`src/rtl/button_conditioner_pkg.sv`:
```
// Shared types and defaults for the push-button conditioner.
package button_conditioner_pkg;

  localparam int unsigned DEF_DEBOUNCE_CYCLES = 16;
  localparam int unsigned DEF_SYNC_STAGES     = 2;

  typedef enum logic [1:0] {
    S_LOW    = 2'd0,
    S_WAIT_H = 2'd1,
    S_HIGH   = 2'd2,
    S_WAIT_L = 2'd3
  } state_t;

endpackage

```
`src/rtl/button_conditioner_if.sv`:
```
// Button input and conditioned outputs; master drives BTN, slave is the conditioner.
interface button_conditioner_if;

  logic BTN;
  logic D;
  logic RISE;
  logic FALL;
  logic BUSY;

  modport master (output BTN, input D, RISE, FALL, BUSY);
  modport slave  (input BTN, output D, RISE, FALL, BUSY);

endinterface

```
`src/rtl/button_conditioner_sync_chain.sv`:
```
// Multi-flop synchroniser bringing the asynchronous button level into the CLK domain.
module sync_chain
  import button_conditioner_pkg::*;
#(
  parameter int unsigned SYNC_STAGES = DEF_SYNC_STAGES
) (
  input  logic CLK,
  input  logic RST,
  input  logic D_IN,
  output logic D_OUT
);

  logic [SYNC_STAGES-1:0] stages;

  always_ff @(posedge CLK or posedge RST) begin
    if (RST) stages <= '0;
    else     stages <= {stages[SYNC_STAGES-2:0], D_IN};
  end

  assign D_OUT = stages[SYNC_STAGES-1];

endmodule

```
`src/rtl/button_conditioner.sv`:
```
// Synchronises and debounces a raw button level; emits level, edge pulses and busy flag.
module button_conditioner
  import button_conditioner_pkg::*;
#(
  parameter int unsigned DEBOUNCE_CYCLES = DEF_DEBOUNCE_CYCLES,
  parameter int unsigned SYNC_STAGES     = DEF_SYNC_STAGES
) (
  input  logic                 CLK,
  input  logic                 RST,
  button_conditioner_if.slave  bus
);

  localparam int unsigned    CNT_W   = $clog2(DEBOUNCE_CYCLES);
  localparam logic [CNT_W-1:0] CNT_MAX = CNT_W'(DEBOUNCE_CYCLES - 1);

  logic             s;
  state_t           state, state_nxt;
  logic [CNT_W-1:0] cnt, cnt_nxt;
  logic             d_nxt, rise_nxt, fall_nxt, busy_nxt;
  logic             d_q, rise_q, fall_q, busy_q;

  sync_chain #(.SYNC_STAGES(SYNC_STAGES)) u_sync (
    .CLK   (CLK),
    .RST   (RST),
    .D_IN  (bus.BTN),
    .D_OUT (s)
  );

  // State, qualification counter and output registers.
  always_ff @(posedge CLK or posedge RST) begin
    if (RST) begin
      state  <= S_LOW;
      cnt    <= '0;
      d_q    <= 1'b0;
      rise_q <= 1'b0;
      fall_q <= 1'b0;
      busy_q <= 1'b0;
    end else begin
      state  <= state_nxt;
      cnt    <= cnt_nxt;
      d_q    <= d_nxt;
      rise_q <= rise_nxt;
      fall_q <= fall_nxt;
      busy_q <= busy_nxt;
    end
  end

  // Counter is cleared on every WAIT entry and checked before incrementing, so it never wraps.
  always_comb begin
    state_nxt = state;
    cnt_nxt   = cnt;
    case (state)
      S_LOW: begin
        if (s) begin
          state_nxt = S_WAIT_H;
          cnt_nxt   = '0;
        end
      end
      S_WAIT_H: begin
        if (!s)                  state_nxt = S_LOW;
        else if (cnt == CNT_MAX) state_nxt = S_HIGH;
        else                     cnt_nxt   = cnt + CNT_W'(1);
      end
      S_HIGH: begin
        if (!s) begin
          state_nxt = S_WAIT_L;
          cnt_nxt   = '0;
        end
      end
      S_WAIT_L: begin
        if (s)                   state_nxt = S_HIGH;
        else if (cnt == CNT_MAX) state_nxt = S_LOW;
        else                     cnt_nxt   = cnt + CNT_W'(1);
      end
      default: state_nxt = S_LOW;
    endcase
  end

  // Output values decoded from the upcoming state so they register alongside it.
  always_comb begin
    d_nxt    = (state_nxt == S_HIGH)   || (state_nxt == S_WAIT_L);
    busy_nxt = (state_nxt == S_WAIT_H) || (state_nxt == S_WAIT_L);
    rise_nxt = (state == S_WAIT_H) && (state_nxt == S_HIGH);
    fall_nxt = (state == S_WAIT_L) && (state_nxt == S_LOW);
  end

  assign bus.D    = d_q;
  assign bus.RISE = rise_q;
  assign bus.FALL = fall_q;
  assign bus.BUSY = busy_q;

endmodule

```
`src/flat_wrapper.sv`:
```
// flat-port wrapper written by rule: the top's interface ports become plain ports
module button_conditioner_flat import button_conditioner_pkg::*;
#(
  parameter int unsigned DEBOUNCE_CYCLES = DEF_DEBOUNCE_CYCLES,
  parameter int unsigned SYNC_STAGES     = DEF_SYNC_STAGES
)
  (CLK, RST, bus_BTN, bus_D, bus_RISE, bus_FALL, bus_BUSY);
  button_conditioner_if bus_i ();
  input  logic CLK;
  input  logic RST;
  input wire logic [$bits(bus_i.BTN)-1:0] bus_BTN;
  output wire logic [$bits(bus_i.D)-1:0] bus_D;
  output wire logic [$bits(bus_i.RISE)-1:0] bus_RISE;
  output wire logic [$bits(bus_i.FALL)-1:0] bus_FALL;
  output wire logic [$bits(bus_i.BUSY)-1:0] bus_BUSY;
  assign bus_i.BTN = bus_BTN;
  assign bus_D = bus_i.D;
  assign bus_RISE = bus_i.RISE;
  assign bus_FALL = bus_i.FALL;
  assign bus_BUSY = bus_i.BUSY;
  button_conditioner #(.DEBOUNCE_CYCLES(DEBOUNCE_CYCLES), .SYNC_STAGES(SYNC_STAGES)) u_core (.CLK(CLK), .RST(RST), .bus(bus_i));
endmodule
```
`config.mk`:
```
export PLATFORM = sky130hd
export DESIGN_NAME = button_conditioner_flat
export DESIGN_NICKNAME = d
export VERILOG_FILES = /design/src/rtl/button_conditioner_pkg.sv /design/src/rtl/button_conditioner_if.sv /design/src/rtl/button_conditioner_sync_chain.sv /design/src/rtl/button_conditioner.sv /design/src/flat_wrapper.sv
export SDC_FILE = /design/constraint.sdc
export NUM_CORES = 1
export LEC_CHECK = 0
export CORE_AREA = 2 2 39 41
export CTS_CLUSTER_SIZE = 10
export DETAILED_ROUTE_END_ITERATION = 6
export DIE_AREA = 0 0 41 43
export RECOVER_POWER = 100
export SYNTH_ARGS = -nofsm -noshare
export SYNTH_HDL_FRONTEND = slang
export SYNTH_HIERARCHICAL = 1
export SYNTH_SLANG_ARGS = --single-unit
```
`constraint.sdc`:
```
create_clock -name CLK -period 3.8 [get_ports CLK]
set_input_delay 0.76 -clock CLK [delete_from_list [all_inputs] [get_ports CLK]]
set_output_delay 0.76 -clock CLK [all_outputs]
set_load 0.03 [all_outputs]
```
# == Yosys cells after proc, flatten, opt, wreduce, memory -nomap -nowiden ==
# Cells that the tools add are included.
# totals
register_bits,12
in_bits,3
# classes
addsub,1
eq_ne,11
muxes,13
n_reduce_logical,7
# ops
cell,n
two-way mux 4 bit,5
case mux 4 bit (4 select lines),1
two-way mux 2 bit,6
equality test 2 bit (second input constant),4
!= test 2 bit (second input constant),4
case mux 2 bit (4 select lines),1
adder 4 x 1 -> 4 bit (second input constant),1
equality test 2 x 1 -> 1 bit (second input constant),2
equality test 4 bit (second input constant),1
zero test 2 bit,2
AND reduction 4 bit,1
logical AND 1 bit,2
logical OR 1 bit,2

# == Longest topological paths before layout ==
# Gate-level depths: netlist of the first run.
# depth
depth_word,6
depth_mapped,4
mapped_depth_nobuf,4

# == Hierarchy ==
# The synthesis of the first run kept the hierarchy.
# modules_own_cells
mod,instances,cells_each,area_each_um2,seq_area_each_um2
button_conditioner,1,32,397.9,225.2
sync_chain,1,3,53.8,50.0

# == Worst setup path after synthesis of the first run ==
# No wires, ideal clock.
# synth_timing
path_kind,register to register
start,reg u_core.state[0]
end,reg u_core.cnt[0]
setup_ps,125
arrival_time_ps,1277
path_slack_ps,2398
stages_incl_launch_ff,4
path_buffers,0
synth_period_minus_slack_ps,1402
path_cell_list,dfrtp_1 nand4_1 nand2_2 mux2_4
# synth_via
elab_chain_len,3
word_cells_on_any_way,10
# synth_lines
item,line_no,source
from (decl),button_conditioner.sv:17,"state_t state, state_nxt;"
from (signal assigned),button_conditioner.sv:39,state <= state_nxt;
"equality test 2 bit, or another cell as far along",button_conditioner.sv:52,case (state)
!= test 2 bit (no source line),--,
AND reduction 4 bit (no source line),--,
to (signal assigned),button_conditioner.sv:40,cnt <= cnt_nxt;
to (decl),button_conditioner.sv:18,"logic [CNT_W-1:0] cnt, cnt_nxt;"
# Several ways; a longest one is shown, not always the timed one.
# A chain may end at the register's enable or synchronous reset.

==> out/results.tsv, run 1 <==
metric	value	unit
outcome	finished, final reports clean	
syn-cell-area	452	µm²
overflow	0	
route.detailed.drc	0	
dieHeight	43	µm
wl_per_cell	11.4	µm
seq_area_frac_synth	60.9	%
dpl.cell_count	57	
cts_setup_buffers	0	
final_cell_mix	dfrtp_1 (11), dlygate4sd3_1 (6), clkbuf_4 (3), a21oi_1 (3), inv_1 (3)	
num_io_pins	7	
fin_tns_setup	0	ns
cts_made_buffers	3	
cts_tree	yes	
core	1380	µm²
switching_share	23.3	%
num-fill-cells	135	
die_x	41	µm
portBuffers	6	
area_delta_synth_final	20.5	%
grt_pass1_wl	1140	µm
max_slew_margin	71.9	%
cts.sinks	11	
vias	293	
first_pass_iters	3	
hpwl	523	µm
stdcell_area	544	µm²
ir_drop	0.213	mV
synth_nets	39	
clock-root-buffer	clkbuf_4	
worstMarginPinSlew	0.421	ns
fin_crit	2.19	ns
antenna_cells	0	
viasPerCell	4.80	
start_util	32.6	%
fmax	457	MHz
antenna_found_initial	0	
critPathMaxFanout	6	
seq_power_share	58.1	%
hold_buffers	0	
switchingPower	0.0530	mW
instances_no_fill	61	
nets	50	
wirelength	694	µm
ys_ff_latch	11	
slowest_stage	dlygate4sd3_1	
drive_gt1_share	13.3	%
crit_path_end_kind	output port	
grt_usage	10.8	%
worst_ep_arrival_time	1.43	ns
placed_cell_area	532	µm²
cp_slowest_stage_delay	0.76	ns
comb_power_share	8.5	%
crit_buf_inv	1	
grt_setup_unrepaired	false	
placementRows	14	
clk_latency	0.26	ns
antenna_left	0	
cts-resized-gates	0	
cts_max_path_buffers	2	
floorplan.die_area	1760	µm²
p_leak	0.265	nW
syn_area_per_cell	12.9	µm²
clock_skew	0.00248	ns
powerDensity	417	nW/µm²
hp-class	register to register	
initialDrtViolationCount	6	
cts_htree_levels	1	
grt_max_degree	10	
grt_pass1_vias	274	
finalCritPeriodShare	57.6	%
p_int	0.174	mW
cp-start-kind	register	
crit_family	buffers and inverters	
syn_inst	35	
ys_types	17	
whs	0.363	ns
gp_congestion	0.590	
worstSetupPathType	register to output port	
maxCapViolations	0	
path_cells	dlygate4sd3_1	
setup_viol	0	
clockPowerShare	33.4	%
final_common_cell	dfrtp_1	
hold_viol	0	
report.final.slew_viol_count	0	
yosysWarnings	6	
required	3.04	ns
path_clk_slew	0.07	ns
==> Yosys cell counts, drive strengths merged <==
| library cell | instances | area share [%] |
|---|---|---|
| nand3 | 1 | 1.1 |
| a41oi | 1 | 1.9 |
| nor2b | 1 | 1.4 |
| ha | 1 | 2.8 |
| a21oi | 3 | 3.3 |
| nand2 | 2 | 2.2 |
| a21bo | 1 | 2.2 |
| nand4 | 2 | 2.8 |
| inv | 3 | 2.5 |
| dfrtp | 11 | 61 |
| mux2 | 3 | 8.3 |
| xor2 | 1 | 3.6 |
| o21ai | 2 | 2.2 |
| nand2b | 1 | 1.4 |
| nor3b | 2 | 3.3 |
==> sequential cells by signal, summed over array words and instances, names as in the netlist <==
name	count
u_core/bus.RISE	1
u_core/bus.FALL	1
u_core/u_sync/stages	2
u_core/bus.D	1
u_core/cnt	4
u_core/state	2
==> power by group through the flow <==
stage | clock [mW] | combinational (mW) | sequential [mW]
after floorplan | 0 | 0.0150 | 0.134
after global placement | 0 | 0.0213 | 0.134
after detailed placement | 0 | 0.0226 | 0.135
after CTS | 0.0782 | 0.0224 | 0.132
after global routing | 0.0870 | 0.0219 | 0.133
final | 0.0759 | 0.0193 | 0.132
==> per-stage QoR <==
step                utilization [%]  total power, mW  worst slack, ns
floorplan                         -            0.149             2.40
global placement               38.4            0.155             1.98
detailed placement             38.4            0.157             1.94
CTS                            40.3            0.233             1.66
global route                   39.3            0.242             1.55
finish                         39.3            0.227             1.61
==> cells by family after synthesis <==
group                      count (synthesis)  share of synthesized area [%]
DFF                                       11                           60.9
adders and majority gates                  1                           2.77
and+or+nand+nor                            9                           12.2
AOI/OAI and AO/OA                          7                           9.69
buffers and inverters                      3                           2.49
muxes                                      3                           8.31
xor gates and xnor gates                   1                           3.60
==> area by class of cell <==
type | count | area, µm² | share of cell area (%)
flip-flops and latches | 11 | 275 | 50.6
clock buffers | 4 | 26.3 | 4.83
repair buffers | 6 | 60.1 | 11.0
multi-input cells | 21 | 151 | 27.8
well taps | 16 | 20.0 | 3.68
inverters | 3 | 11.3 | 2.07
==> metal layers <==
metal / global-route usage, % / vias up / routed length, µm
li1: - / 143 / -
met1: 11.8 / 142 / 300
met2: 14.4 / 6 / 341
met3: 3.66 / 2 / 43
met4: 12.0 / 0 / 8
met5: 0 / - / 0
==> final timing paths <==
path | from | end | slack [ns] | depth (start not counted)
setup / recovery | u_core/state[0] | bus_BUSY | 1.61 | 1
hold / removal | u_core/u_sync/stages[0] | u_core/u_sync/stages[1] | 0.36 | 0
setup reg to reg | u_core/cnt[0] | u_core/cnt[0] | 2.27 | 4
hold reg to reg | u_core/u_sync/stages[0] | u_core/u_sync/stages[1] | 0.36 | 0
max in group asynchronous | RST | u_core/bus.FALL | 2.65 | 2
min in group asynchronous | RST | u_core/u_sync/stages[1] | 0.81 | 2
Note: power is estimated with default switching activity, not from simulation.
==> run 2: changes to the inputs <==
==> constraint.sdc (replaced) <==
create_clock -name CLK -period 2 [get_ports CLK]
set_input_delay 0.4 -clock CLK [delete_from_list [all_inputs] [get_ports CLK]]
set_output_delay 0.4 -clock CLK [all_outputs]
set_load 0.03 [all_outputs]
==> run 2 against run 1 <==
Compared with the run above: worst setup slack worse by 1.4 ns; critical path type unchanged; global-route usage grew 1.0 points; critical endpoint unchanged; final cell count stayed put; clock-buffer cell count unchanged; register-to-register slack worse by 1.9 ns; power grew 92%; critical path depth is the same; clock power is 94% higher; design area rose by 1.4%.
==> out/results.tsv, run 2 (synthesis gave the netlist of run 1 again) <==
metric	value	unit	change
first_pass_iters	4		+1
antenna_cells	0		unchanged
cts.sinks	11		unchanged
initialDrtViolationCount	5		-1
cp-start-kind	register		
dpl.cell_count	57		unchanged
worstMarginPinSlew	0.346	ns	-0.0751 ns
layout_setup_ws	0.160	ns	-1.45 ns
cts_setup_buffers	0		unchanged
fin_crit	1.84	ns	
post-route-util	39.9	%	+0.54 points
crit_family	buffers and inverters		
switchingPower	0.105	mW	+98%
final_cell_mix	dfrtp_1 (11), dlygate4sd3_1 (6), clkbuf_4 (3), a21oi_1 (3), inv_1 (3)		
grt_usage	11.8	%	+1.0 points
report.final.slew_viol_count	0		unchanged
hold_path_end	u_core/u_sync/stages[1]		
reg2reg_slack	0.40	ns	-1.87 ns
critPathMaxFanout	6		unchanged
clk_latency	0.26	ns	about the same
dieHeight	43	µm	unchanged
clock_skew	0.00580	ns	+0.00332 ns
antenna_left	0		unchanged
fin_tns_setup	0	ns	unchanged
stdcell_area	552	µm²	+1.4%
hold_buffers	0		unchanged
powerDensity	790	nW/µm²	+89%
cts_htree_levels	1		unchanged
rr_startpoint	u_core/cnt[0]		
hold_viol	0		unchanged
start_util	32.6	%	unchanged
core	1380	µm²	unchanged
route.detailed.drc	0		unchanged
worstSetupPathType	register to output port		
fmax	543	MHz	
antenna_found_initial	0		unchanged
crit_buf_inv	1		unchanged
finalCritPeriodShare	92.0	%	
instances_no_fill	61		unchanged
outcome	finished, final reports clean		
power	0.436	mW	+92%
final_common_cell	dfrtp_1		
hpwl	590	µm	+13%
floorplan.die_area	1760	µm²	unchanged
path_cells	dlygate4sd3_1		
die_x	41	µm	unchanged
largest_reg_flops	4		unchanged
grt_setup_unrepaired	false		
placementRows	14		unchanged
placed_cell_area	532	µm²	unchanged
seq_power_share	57.8	%	-0.3 points
num_io_pins	7		unchanged
largest-register	u_core/cnt		
clock-root-buffer	clkbuf_4		
dp_worst_setup_slack	0.457	ns	-1.49 ns
setup_viol	0		unchanged
portBuffers	6		unchanged
cts_tree	yes		
ir_drop	0.333	mV	+56%
path_clk_slew	0.07	ns	about the same
maxCapViolations	0		unchanged
whs	0.365	ns	+0.00197 ns
hp-class	register to register		
regToRegEndpoint	u_core/cnt[0]		
cp_slowest_stage_delay	0.76	ns	about the same
wl_per_cell	12.2	µm	+7.3%
grt_pass1_vias	314		+15%
wirelength	745	µm	+7.3%
clockPowerShare	33.7	%	+0.3 points
cts_max_path_buffers	2		unchanged
worst_ep_arrival_time	1.44	ns	about the same
required	1.60	ns	-1.44 ns
top_regs	u_core/cnt: 4 flops, u_core/state: 2 flops, u_core/u_sync/stages: 2 flops		
viasPerCell	4.92		+2.4%
reg2regPathDepth	4		unchanged
nets	50		unchanged
gp_congestion	0.592		+0.42%
grt_max_degree	10		unchanged
drive_gt1_share	15.6	%	+2.2 points
hold_depth	0		unchanged
grt_pass1_wl	1310	µm	+15%
overflow	0		unchanged
max_slew_margin	76.9	%	+5.1 points
cts-resized-gates	0		unchanged
crit_path_end_kind	output port		
slowest_stage	dlygate4sd3_1		
p_leak	0.266	nW	+0.18%
p_int	0.331	mW	+90%
cts_made_buffers	3		unchanged
comb_power_share	8.5	%	about the same
switching_share	24.1	%	+0.77 points
vias	300		+2.4%
area_delta_synth_final	22.2	%	
hp-start	u_core/u_sync/stages[0]		
-- run 2: layout make-up --
cell class              instances  area (µm²)
clock buffers                   4        26.3
inverters                       3        11.3
repair buffers                  6        60.1
well taps                      16        20.0
flip-flops and latches         11         275
fillers                       149         832
multi-input cells              21         159
-- run 2: worst max path at each step --
stage,to,start,cells after the start
final,bus_BUSY,u_core/state[0],1
after global routing,bus_BUSY,u_core/state[0],1
after CTS,bus_BUSY,u_core/state[0],1
after detailed placement,u_core/cnt[0],u_core/cnt[0],4
after global placement,u_core/cnt[0],u_core/cnt[1],4
after floorplan,u_core/cnt[0],u_core/state[0],3
-- run 2: power by group through the flow --
stage / clock, mW / sequential [mW] / combinational (mW)
floorplan: 0 / 0.254 / 0.0286
global placement: 0 / 0.254 / 0.0412
detailed placement: 0 / 0.257 / 0.0421
CTS: 0.153 / 0.252 / 0.0420
global route: 0.168 / 0.255 / 0.0421
finish: 0.147 / 0.252 / 0.0370
-- run 2: metal layers --
layer | share of wire, % | wire length [µm] | GRT usage [%]
met1 | 41 | 306 | 12.8
met4 | 0 | 0 | 10.0
met5 | 0 | 0 | 0
met3 | 7.8 | 58 | 4.71
met2 | 51 | 380 | 16.9
